**src/rtl/game_pkg.sv**
```systemverilog
// Shared types, constants and pattern helpers for the memory-game sequencing controller.
package game_pkg;

  typedef enum logic [2:0] {IDLE, CLEAR, GEN, SHOW, INPUT, WIN, LOSE} state_t;

  localparam int unsigned N_SLOTS    = 10;
  localparam int unsigned SLOT_W     = 4;
  localparam int unsigned PAT_W      = 10;
  localparam int unsigned LIVES_INIT = 3;

  localparam logic [PAT_W-1:0] LED_WIN   = 10'h3FF;
  localparam logic [PAT_W-1:0] LED_LOSE  = 10'h155;
  localparam logic [PAT_W-1:0] LFSR_SEED = 10'h001;

  // x^10 + x^7 + 1, shift-left Fibonacci form; never reaches zero from a nonzero seed
  function automatic logic [PAT_W-1:0] lfsr_next(input logic [PAT_W-1:0] s);
    return {s[8:0], s[9] ^ s[6]};
  endfunction

  // Low nibble is slot+1, so every pattern is nonzero and unique per slot
  function automatic logic [PAT_W-1:0] pattern(input logic [5:0] r, input logic [SLOT_W-1:0] slot);
    return {r, slot + SLOT_W'(1)};
  endfunction

endpackage

```
**src/rtl/game_ctrl_if.sv**
```systemverilog
// Number-memory write/delete port as seen by the sequencing controller.
interface game_ctrl_if;
  import game_pkg::*;

  logic              we;
  logic [SLOT_W-1:0] wn;
  logic [PAT_W-1:0]  d;
  logic              del_n;
  logic              exist;

  modport master (output we, output wn, output d, output del_n, input exist);
  modport slave  (input we, input wn, input d, input del_n, output exist);
endinterface

```
**src/rtl/key_sync.sv**
```systemverilog
// Two-flop synchronizer with registered falling-edge detect: one pulse per press.
module key_sync (
  input  logic clk,
  input  logic clrn,
  input  logic btn_n,
  output logic pulse
);

  logic s1, s2, s3;

  always_ff @(posedge clk or negedge clrn) begin
    if (!clrn) begin
      s1    <= 1'b1;
      s2    <= 1'b1;
      s3    <= 1'b1;
      pulse <= 1'b0;
    end else begin
      s1    <= btn_n;
      s2    <= s1;
      s3    <= s2;
      pulse <= s3 & ~s2;
    end
  end

endmodule

```
**src/rtl/game_ctrl.sv**
```systemverilog
// Memory-game sequencer: clears and fills the number memory, shows patterns,
// scores guesses via the memory's exist flag and declares win or lose.
module game_ctrl
  import game_pkg::*;
#(
  parameter int unsigned SHOW_TICKS  = 50_000_000,
  parameter int unsigned INPUT_TICKS = 500_000_000
) (
  input  logic              clk,
  input  logic              clrn,
  input  logic              start_n,
  input  logic              key_n,
  input  logic [PAT_W-1:0]  sw,
  game_ctrl_if.master       mem,
  output logic [PAT_W-1:0]  led,
  output logic [SLOT_W-1:0] level,
  output logic [SLOT_W-1:0] hits,
  output logic [1:0]        lives,
  output logic              win,
  output logic              lose
);

  localparam int unsigned TICK_W = 32;

  state_t            state;
  logic [SLOT_W-1:0] k;
  logic [SLOT_W-1:0] k_nxt_c;
  logic [TICK_W-1:0] tick;
  logic [PAT_W-1:0]  lfsr;
  logic              start_p;
  logic              key_p;
  logic              go_clear_c;

  key_sync u_start_sync (.clk(clk), .clrn(clrn), .btn_n(start_n), .pulse(start_p));
  key_sync u_key_sync   (.clk(clk), .clrn(clrn), .btn_n(key_n),   .pulse(key_p));

  assign k_nxt_c    = k + SLOT_W'(1);
  assign go_clear_c = start_p && (state == IDLE || state == WIN || state == LOSE);

  // Outputs are loaded on the edge entering a state so they line up with it
  always_ff @(posedge clk or negedge clrn) begin
    if (!clrn) begin
      state     <= IDLE;
      k         <= '0;
      tick      <= '0;
      lfsr      <= LFSR_SEED;
      mem.we    <= 1'b0;
      mem.wn    <= '0;
      mem.d     <= '0;
      mem.del_n <= 1'b1;
      led       <= '0;
      level     <= SLOT_W'(1);
      hits      <= '0;
      lives     <= 2'(LIVES_INIT);
      win       <= 1'b0;
      lose      <= 1'b0;
    end else begin
      lfsr      <= lfsr_next(lfsr);
      mem.we    <= 1'b0;
      mem.del_n <= 1'b1;

      if (go_clear_c) begin
        state  <= CLEAR;
        k      <= SLOT_W'(1);
        mem.we <= 1'b1;
        mem.wn <= '0;
        mem.d  <= '0;
        led    <= '0;
        win    <= 1'b0;
        lose   <= 1'b0;
        if (state == WIN && level != SLOT_W'(N_SLOTS)) level <= level + SLOT_W'(1);
        if (state == LOSE) begin
          level <= SLOT_W'(1);
          lives <= 2'(LIVES_INIT);
        end
      end else begin
        case (state)
          IDLE: led <= '0;

          CLEAR: begin
            mem.we <= 1'b1;
            if (k == SLOT_W'(N_SLOTS)) begin
              state  <= GEN;
              k      <= '0;
              hits   <= '0;
              mem.wn <= '0;
              mem.d  <= pattern(lfsr[5:0], '0);
              led    <= pattern(lfsr[5:0], '0);
            end else begin
              mem.wn <= k;
              mem.d  <= '0;
              k      <= k_nxt_c;
            end
          end

          GEN: begin
            tick  <= '0;
            state <= SHOW;
          end

          SHOW: begin
            if (tick == TICK_W'(SHOW_TICKS - 1)) begin
              tick <= '0;
              if (k_nxt_c < level) begin
                state  <= GEN;
                k      <= k_nxt_c;
                mem.we <= 1'b1;
                mem.wn <= k_nxt_c;
                mem.d  <= pattern(lfsr[5:0], k_nxt_c);
                led    <= pattern(lfsr[5:0], k_nxt_c);
              end else begin
                state <= INPUT;
                led   <= sw;
              end
            end else begin
              tick <= tick + TICK_W'(1);
            end
          end

          INPUT: begin
            led <= sw;
            // Terminal checks run the cycle after the score update
            if (hits == level) begin
              state <= WIN;
              win   <= 1'b1;
              led   <= LED_WIN;
            end else if (lives == 2'd0) begin
              state <= LOSE;
              lose  <= 1'b1;
              led   <= LED_LOSE;
            end else if (key_p) begin
              tick <= '0;
              if (mem.exist) begin
                hits      <= hits + SLOT_W'(1);
                mem.del_n <= 1'b0;
              end else begin
                lives <= lives - 2'd1;
              end
            end else if (tick == TICK_W'(INPUT_TICKS - 1)) begin
              state <= LOSE;
              lose  <= 1'b1;
              led   <= LED_LOSE;
            end else begin
              tick <= tick + TICK_W'(1);
            end
          end

          WIN, LOSE: ;

          default: state <= IDLE;
        endcase
      end
    end
  end

endmodule

```
**src/flat_wrapper.sv**
```systemverilog
// flat-port wrapper written by rule: the top's interface ports become plain ports
module game_ctrl_flat import game_pkg::*;
#(
  parameter int unsigned SHOW_TICKS  = 50_000_000,
  parameter int unsigned INPUT_TICKS = 500_000_000
)
  (clk, clrn, start_n, key_n, sw, led, level, hits, lives, win, lose, mem_we, mem_wn, mem_d, mem_del_n, mem_exist);
  game_ctrl_if mem_i ();
  input  logic clk;
  input  logic clrn;
  input  logic start_n;
  input  logic key_n;
  input  logic [PAT_W-1:0] sw;
  output logic [PAT_W-1:0] led;
  output logic [SLOT_W-1:0] level;
  output logic [SLOT_W-1:0] hits;
  output logic [1:0] lives;
  output logic win;
  output logic lose;
  output wire logic [$bits(mem_i.we)-1:0] mem_we;
  output wire logic [$bits(mem_i.wn)-1:0] mem_wn;
  output wire logic [$bits(mem_i.d)-1:0] mem_d;
  output wire logic [$bits(mem_i.del_n)-1:0] mem_del_n;
  input wire logic [$bits(mem_i.exist)-1:0] mem_exist;
  assign mem_we = mem_i.we;
  assign mem_wn = mem_i.wn;
  assign mem_d = mem_i.d;
  assign mem_del_n = mem_i.del_n;
  assign mem_i.exist = mem_exist;
  game_ctrl #(.SHOW_TICKS(SHOW_TICKS), .INPUT_TICKS(INPUT_TICKS)) u_core (.clk(clk), .clrn(clrn), .start_n(start_n), .key_n(key_n), .sw(sw), .mem(mem_i), .led(led), .level(level), .hits(hits), .lives(lives), .win(win), .lose(lose));
endmodule
```
**config.mk**
```make
export PLATFORM = sky130hd
export DESIGN_NAME = game_ctrl_flat
export DESIGN_NICKNAME = d
export VERILOG_FILES = /design/src/rtl/game_pkg.sv /design/src/rtl/game_ctrl_if.sv /design/src/rtl/key_sync.sv /design/src/rtl/game_ctrl.sv /design/src/flat_wrapper.sv
export SDC_FILE = /design/constraint.sdc
export NUM_CORES = 1
export LEC_CHECK = 0
export ABC_AREA = 1
export BUFFER_PORTS_ARGS = -buffer_cell sky130_fd_sc_hd__buf_2
export CAP_MARGIN = 10
export CORE_UTILIZATION = 55
export CTS_CLUSTER_SIZE = 14
export DETAILED_ROUTE_END_ITERATION = 10
export HOLD_SLACK_MARGIN = 0.1
export PLACE_DENSITY = 0.86
export SLEW_MARGIN = 20
export SYNTH_ARGS = -nofsm -noshare
export SYNTH_HDL_FRONTEND = slang
export SYNTH_SLANG_ARGS = --single-unit
```
**constraint.sdc**
```tcl
create_clock -name clk -period 2.5 [get_ports clk]
set_input_delay 0.75 -clock clk [delete_from_list [all_inputs] [get_ports clk]]
set_output_delay 0.75 -clock clk [all_outputs]
set_load 0.1 [all_outputs]
```
; Word-level counts from Yosys, hierarchy flattened
; Cells that the tools add are included.
[op_classes]
n_addsub = 6
mul = 0
div = 0
magnitude_cmp = 1
eq_ne = 28
shifts = 0
n_mux = 71
bitwise = 6
reduce_logical = 25
[op_table]
columns = cell, count
row1 = two-way mux 32 bit, 5
row2 = two-way mux 10 bit, 12
row3 = case mux 32 bit (3 select lines), 1
row4 = two-way mux 4 bit, 13
row5 = case mux 10 bit (4 select lines), 1
row6 = "adder 32 x 1 -> 32 bit, second input constant", 1
row7 = "equality test 32 x 26 -> 1 bit, second input constant", 1
row8 = "equality test 32 x 29 -> 1 bit, second input constant", 1
row9 = two-way mux 3 bit, 8
row10 = case mux 4 bit (2 select lines), 3
row11 = case mux 10 bit (2 select lines), 1
row12 = two-way mux 1 bit, 18
row13 = "adder 4 x 1 -> 4 bit, second input constant", 4
row14 = case mux 3 bit (5 select lines), 1
row15 = two-way mux 2 bit, 7
row16 = "!= test 3 x 1 -> 1 bit, second input constant", 4
row17 = "!= test 2 x 1 -> 1 bit, second input constant", 5
row18 = "!= test 2 bit, second input constant", 5
row19 = AND reduction 5 bit, 2
row20 = nonzero test 2 bit, 5
row21 = "equality test 3 bit, second input constant", 3
row22 = nonzero test 3 bit, 3
row23 = AND reduction 7 bit, 1
row24 = "equality test 3 x 2 -> 1 bit, second input constant", 2
row25 = 23 further kinds, 30
[totals]
regBits = 95
latchBits = 0
mem_bits_rw = 0
romBits = 0
in_bits = 15
output_inout_bits = 38
elab_cells = 159
mem_count = 0

; Logic depth before layout (Yosys ltp)
[depth]
word_depth = 7
mapped_depth = 15
depth_no_buf = 14

; Hierarchy
; Synthesis repeated with hierarchy kept, for this count alone.
[unflattened]
hier_cells = 930
area_unflattened_um2 = 6194.7
[by_module_without_submodules]
columns = mod, n_inst, cells_per_inst, area_each_um2, seq_area_each_um2
row1 = game_ctrl, 1, 918, 5967.0, 2183.3
row2 = key_sync, 2, 6, 113.9, 103.8

; Worst setup path before layout
; No wires, ideal clock.
[synth_timing]
kind = register to register
from = reg u_core.level[3]
to = reg u_core.mem.d[0]
setup_time_ns = 0.122
t_arrival_ns = 2.467
required_ns = 2.378
slack_ns = -0.089
stages_incl_launch_ff = 12
n_path_buf = 1
synth_period_minus_slack_ns = 2.589
cell_sequence = dfrtp_1 > inv_1 > ha_1 > a21oi_1 > nand3_2 > nand2_1 > nand2_2 > nand2_4 > inv_2 > buf_4 > nand2_1 > nand2_1
[synth_between]
elab_chain_cells = 3
[synth_lines]
columns = element, line
row1 = from (decl), game_ctrl.sv:16  ; output logic [SLOT_W-1:0] level,
row2 = from (signal assigned), game_ctrl.sv:71  ; if (state == WIN && level != SLOT_W'(N_SLOTS)) level <= level + SLOT_W'(1);
row3 = less-than comparator 4 bit, game_ctrl.sv:104  ; if (k_nxt_c < level) begin
row4 = != test 3 x 1 -> 1 bit (no line), n/a
row5 = AND reduction 3 bit (no line), n/a
row6 = to (signal assigned), game_ctrl.sv:87  ; mem.d <= pattern(lfsr[5:0], '0);
row7 = to (signal assigned), game_ctrl.sv:109  ; mem.d <= pattern(lfsr[5:0], k_nxt_c);
row8 = to (decl), game_ctrl_if.sv:11  ; modport master (output we, output wn, output d, output del_n, input exist);
; No other way between the ends.
; A chain may end at the register's enable or synchronous reset.

; Final worst setup path
[layout_timing]
from = reg u_core.k[1]
to = reg u_core.mem.d[9]
[layout_between]
elab_chain_cells = 4
word_cells_on_any_way = 8
classes_between = add/sub: 1 / order compare: 1 / eq/ne: 2 / mux: 3 / reduce/logical: 1
[layout_lines]
columns = element, line
row1 = from (decl), game_ctrl.sv:26  ; logic [SLOT_W-1:0] k;
row2 = from (signal assigned), game_ctrl.sv:92  ; k <= k_nxt_c;
row3 = from (signal assigned), game_ctrl.sv:106  ; k <= k_nxt_c;
row4 = adder 4 x 1 -> 4 bit or equality test 4 bit (tied branches), "game_ctrl.sv:37, game_ctrl.sv:82"
row5 = less-than comparator 4 bit or two-way mux 10 bit (tied branches), "game_ctrl.sv:104, game_ctrl.sv:82"
row6 = != test 3 x 1 -> 1 bit (no line) or case mux 10 bit (2 select lines) (tied branches), n/a
row7 = AND reduction 3 bit (no line) or two-way mux 10 bit (tied branches), n/a
; Several ways; a longest one is shown, not always the timed one.

==> flow_summary.ini <==
[outcome]
status = complete, no violations

[sta]
finalCritPeriodShare_pct = 92.2
skew_ps = 12.4
finalHoldWorstSlack_ps = 327
hold_viol_final = 0
setup_violations = 0
drv_slew = 0
worstMarginPinSlew_ps = 491
min_period_ps = 2300
fmax_mhz = 434
max-slew-margin-rel_pct = 67.2

[run]
cap_violations = 0

[pwr]
p_clk_share_pct = 17.3
combPwrFrac_pct = 51.6
ir_drop_mv = 0.718
powerDensity_nw_per_um2 = 964
switching_power_mw = 3.30
power.total_mw = 6.17
p_leak_nw = 3.30
p_int_mw = 2.87
p_sw_share_pct = 53.5
power.share.sequential_pct = 31.0

[worst_setup_path]
r2r_end = u_core.mem.d[9]$_DFFE_PN0P_
cp.required_ps = 2770
cpMaxStageDelayCell = dfrtp_1
critPathLaunch = u_core.k[1]$_DFFE_PN0P_
path_class = flop to flop
worstSetupEndpoint = u_core.mem.d[9]$_DFFE_PN0P_
reg2reg_from = u_core.k[1]$_DFFE_PN0P_
critPathTopFamily = simple AND/OR/NAND/NOR gates
worstPathArrival_ps = 2580
cp-end-kind = flop
crit_chain = ha_1 > nand2_1 > nand2_1 > nand2_1 > inv_1 > ha_1 > a21oi_2 > nand3_2 > nand2_1 > nand2_2 > nand2_4 > inv_2 > nand2_1 > nand2_1
r2r_setup_slack_ps = 200
crit_path_start_kind = flop
crit_fanout = 14
cp_slowest_stage_delay_ps = 440
reg2regPathDepth = 14
crit_top_cell = nand2_1
path_buf_inv = 2
path_depth = 14

[logic_synthesis]
ys_types = 37
yosysTopAreaCellShare_pct = 36.8
synth.most_common_cell = nand2_1
synth_area_leaders = dfrtp_1 37%, nand2_1 20%, nand3_1 6.0%
synth_edf_count = 0
synth_ff_type = dfrtp_1
synth_area_um2 = 5720
async_reset_ff_share_pct = 100
syn_area_per_cell_um2 = 6.92
synth_seq_cells = 95
ys_warn_count = 0
synth_common_cells = 311 x nand2_1, 86 x inv_1, 84 x dfrtp_1
seq_area_frac_synth_pct = 41.8
syn_nets = 852
synth_top_area_cell = dfrtp_1
synth_cells = 826

[floorplan]
num_io_pins = 53
num_rows = 36
die_w_um = 104
start_util_pct = 57.7
die_y_um = 104
core_um2 = 9910
dieArea_um2 = 10800

[detailed_routing]
drc_errors = 0
ant_nets = 0
wl_per_cell_um = 14.8
drt_iter0_drc = 450
routed_wl_mm = 15.2
viasPerCell = 5.42
vias = 5552
dr.pass1.iters = 5

[cells_and_area]
diodes = 0
layout.nets = 912
drive_gt1_share_pct = 14.4
nFillCells = 901
final_util_pct = 64.6
syn2layout_area_growth_pct = 11.9

[clocking]
root_buffer = clkbuf_8
clockBufferDepth = 2
clock_latency_ps = 380
htreeDepth = 3
tritoncts = built
numCtsBuffers = 9
cts_sinks = 95
path_clk_slew_ps = 110

[placed_design]
io_buffers = 52
place_congestion = 0.994
hpwlAfterDp_mm = 11.4

[global_routing]
grt_max_degree = 45
antenna_found_initial = 0
grt_pass1_wl_mm = 25.2
grt_overflow = 0
track_usage_pct = 29.2
grt_pass1_vias = 5133

[min_path]
hold_path.class = input pin to async pin
-- per-stage QoR --
step | worst slack [ps] | cells | setup TNS [ps] | instance area, um2
floorplan | 224 | 826 | 0 | 5720
global placement | 166 | 1008 | 0 | 6180
detailed placement | 130 | 1008 | 0 | 6180
CTS | 94.0 | 1024 | 0 | 6390
global route | -19.9 | 1024 | -25.5 | 6400
finish | 195 | 1024 | 0 | 6400
-- power by group through the flow --
stage	clock, mW	combinational [mW]	sequential [mW]
3_3_place_gp	0	3.09	1.93
4_1_cts	1.08	3.13	1.91
6_report	1.07	3.19	1.91
2_1_floorplan	0	1.61	2.78
5_1_grt	1.14	3.46	1.94
3_5_place_dp	0	3.12	1.94
-- layout make-up --
type	count	area, um2	share of cell area, %
repair buffers	67	388	6.06
multi-input cells	617	2880	44.9
clock inverters	7	86.3	1.35
well taps	133	166	2.60
clock buffers	9	124	1.94
inverters	96	363	5.67
flip-flops and latches	95	2400	37.4
-- flip-flops by register name (all words and copies together) (netlist names), 2 cells and up --
| name | flops |
|---|---|
| u_core.hits | 4 |
| u_core.k | 4 |
| u_core.led | 10 |
| u_core.level | 4 |
| u_core.lfsr | 10 |
| u_core.lives | 2 |
| u_core.mem.d | 10 |
| u_core.mem.wn | 4 |
| u_core.state | 3 |
| u_core.tick | 32 |
-- metal layers --
layer	share of wire, %	track usage (%)	up-vias
met5	0	0	-
met3	7.6	4.89	26
met4	1.9	8.67	0
met1	47	42.9	2571
met2	44	44.2	217
li1	-	-	2738
-- what timing repair did --
item | 4_1_cts | 5_1_grt
buffers inserted | 0 | 0
endpoints found under the setup margin | 0 | 25
resized for setup | 0 | 7
hold buffers | 0 | 0
-- kinds of logic (layout without fill, tap and decap cells) --
| kind of cell | Yosys count | count (layout) | share of synthesized area [%] |
|---|---|---|---|
| compound gates | 69 | 69 | 6.54 |
| xor+xnor | 16 | 16 | 2.45 |
| fa+ha+maj | 11 | 11 | 2.41 |
| buf+inv | 114 | 179 | 8.07 |
| flops | 95 | 95 | 41.8 |
| mux | 1 | 1 | 0.175 |
| simple gates | 520 | 520 | 38.5 |
-- worst min path at each step --
stage	start	to	slack, ps
floorplan	u_core.lfsr[7]$_DFF_PN0_	u_core.lfsr[8]$_DFF_PN0_	330
global route	clrn	u_core.win$_DFFE_PN0P_	350
finish	clrn	u_core.tick[3]$_DFFE_PN0P_	330
detailed placement	u_core.lfsr[8]$_DFF_PN0_	u_core.lfsr[9]$_DFF_PN0_	340
global placement	u_core.lfsr[7]$_DFF_PN0_	u_core.lfsr[8]$_DFF_PN0_	330
CTS	clrn	u_core.u_start_sync.pulse$_DFF_PN0_	330
-- cells in the final DEF (no fill, tap or decap), drive strengths merged, types with 5 or more instances in the layout --
master,count
buf,67
ha,11
a21oi,16
dfrtp,84
nor2,88
inv,98
clkinv,5
nand2,317
nand3,73
nor3,15
clkbuf,9
dfstp,11
xor2,15
o21ai,42
nand4,21
-- worst reg2reg max path, stage by stage, from the launching register on --
cell	delay, ps
dfrtp_1	440
ha_1	240
nand2_1	80
nand2_1	50
nand2_1	80
inv_1	80
ha_1	300
a21oi_2	190
nand3_2	140
nand2_1	110
nand2_2	100
nand2_4	120
inv_2	120
nand2_1	90
nand2_1	60
No activity file was read; power rests on OpenSTA's default activity.
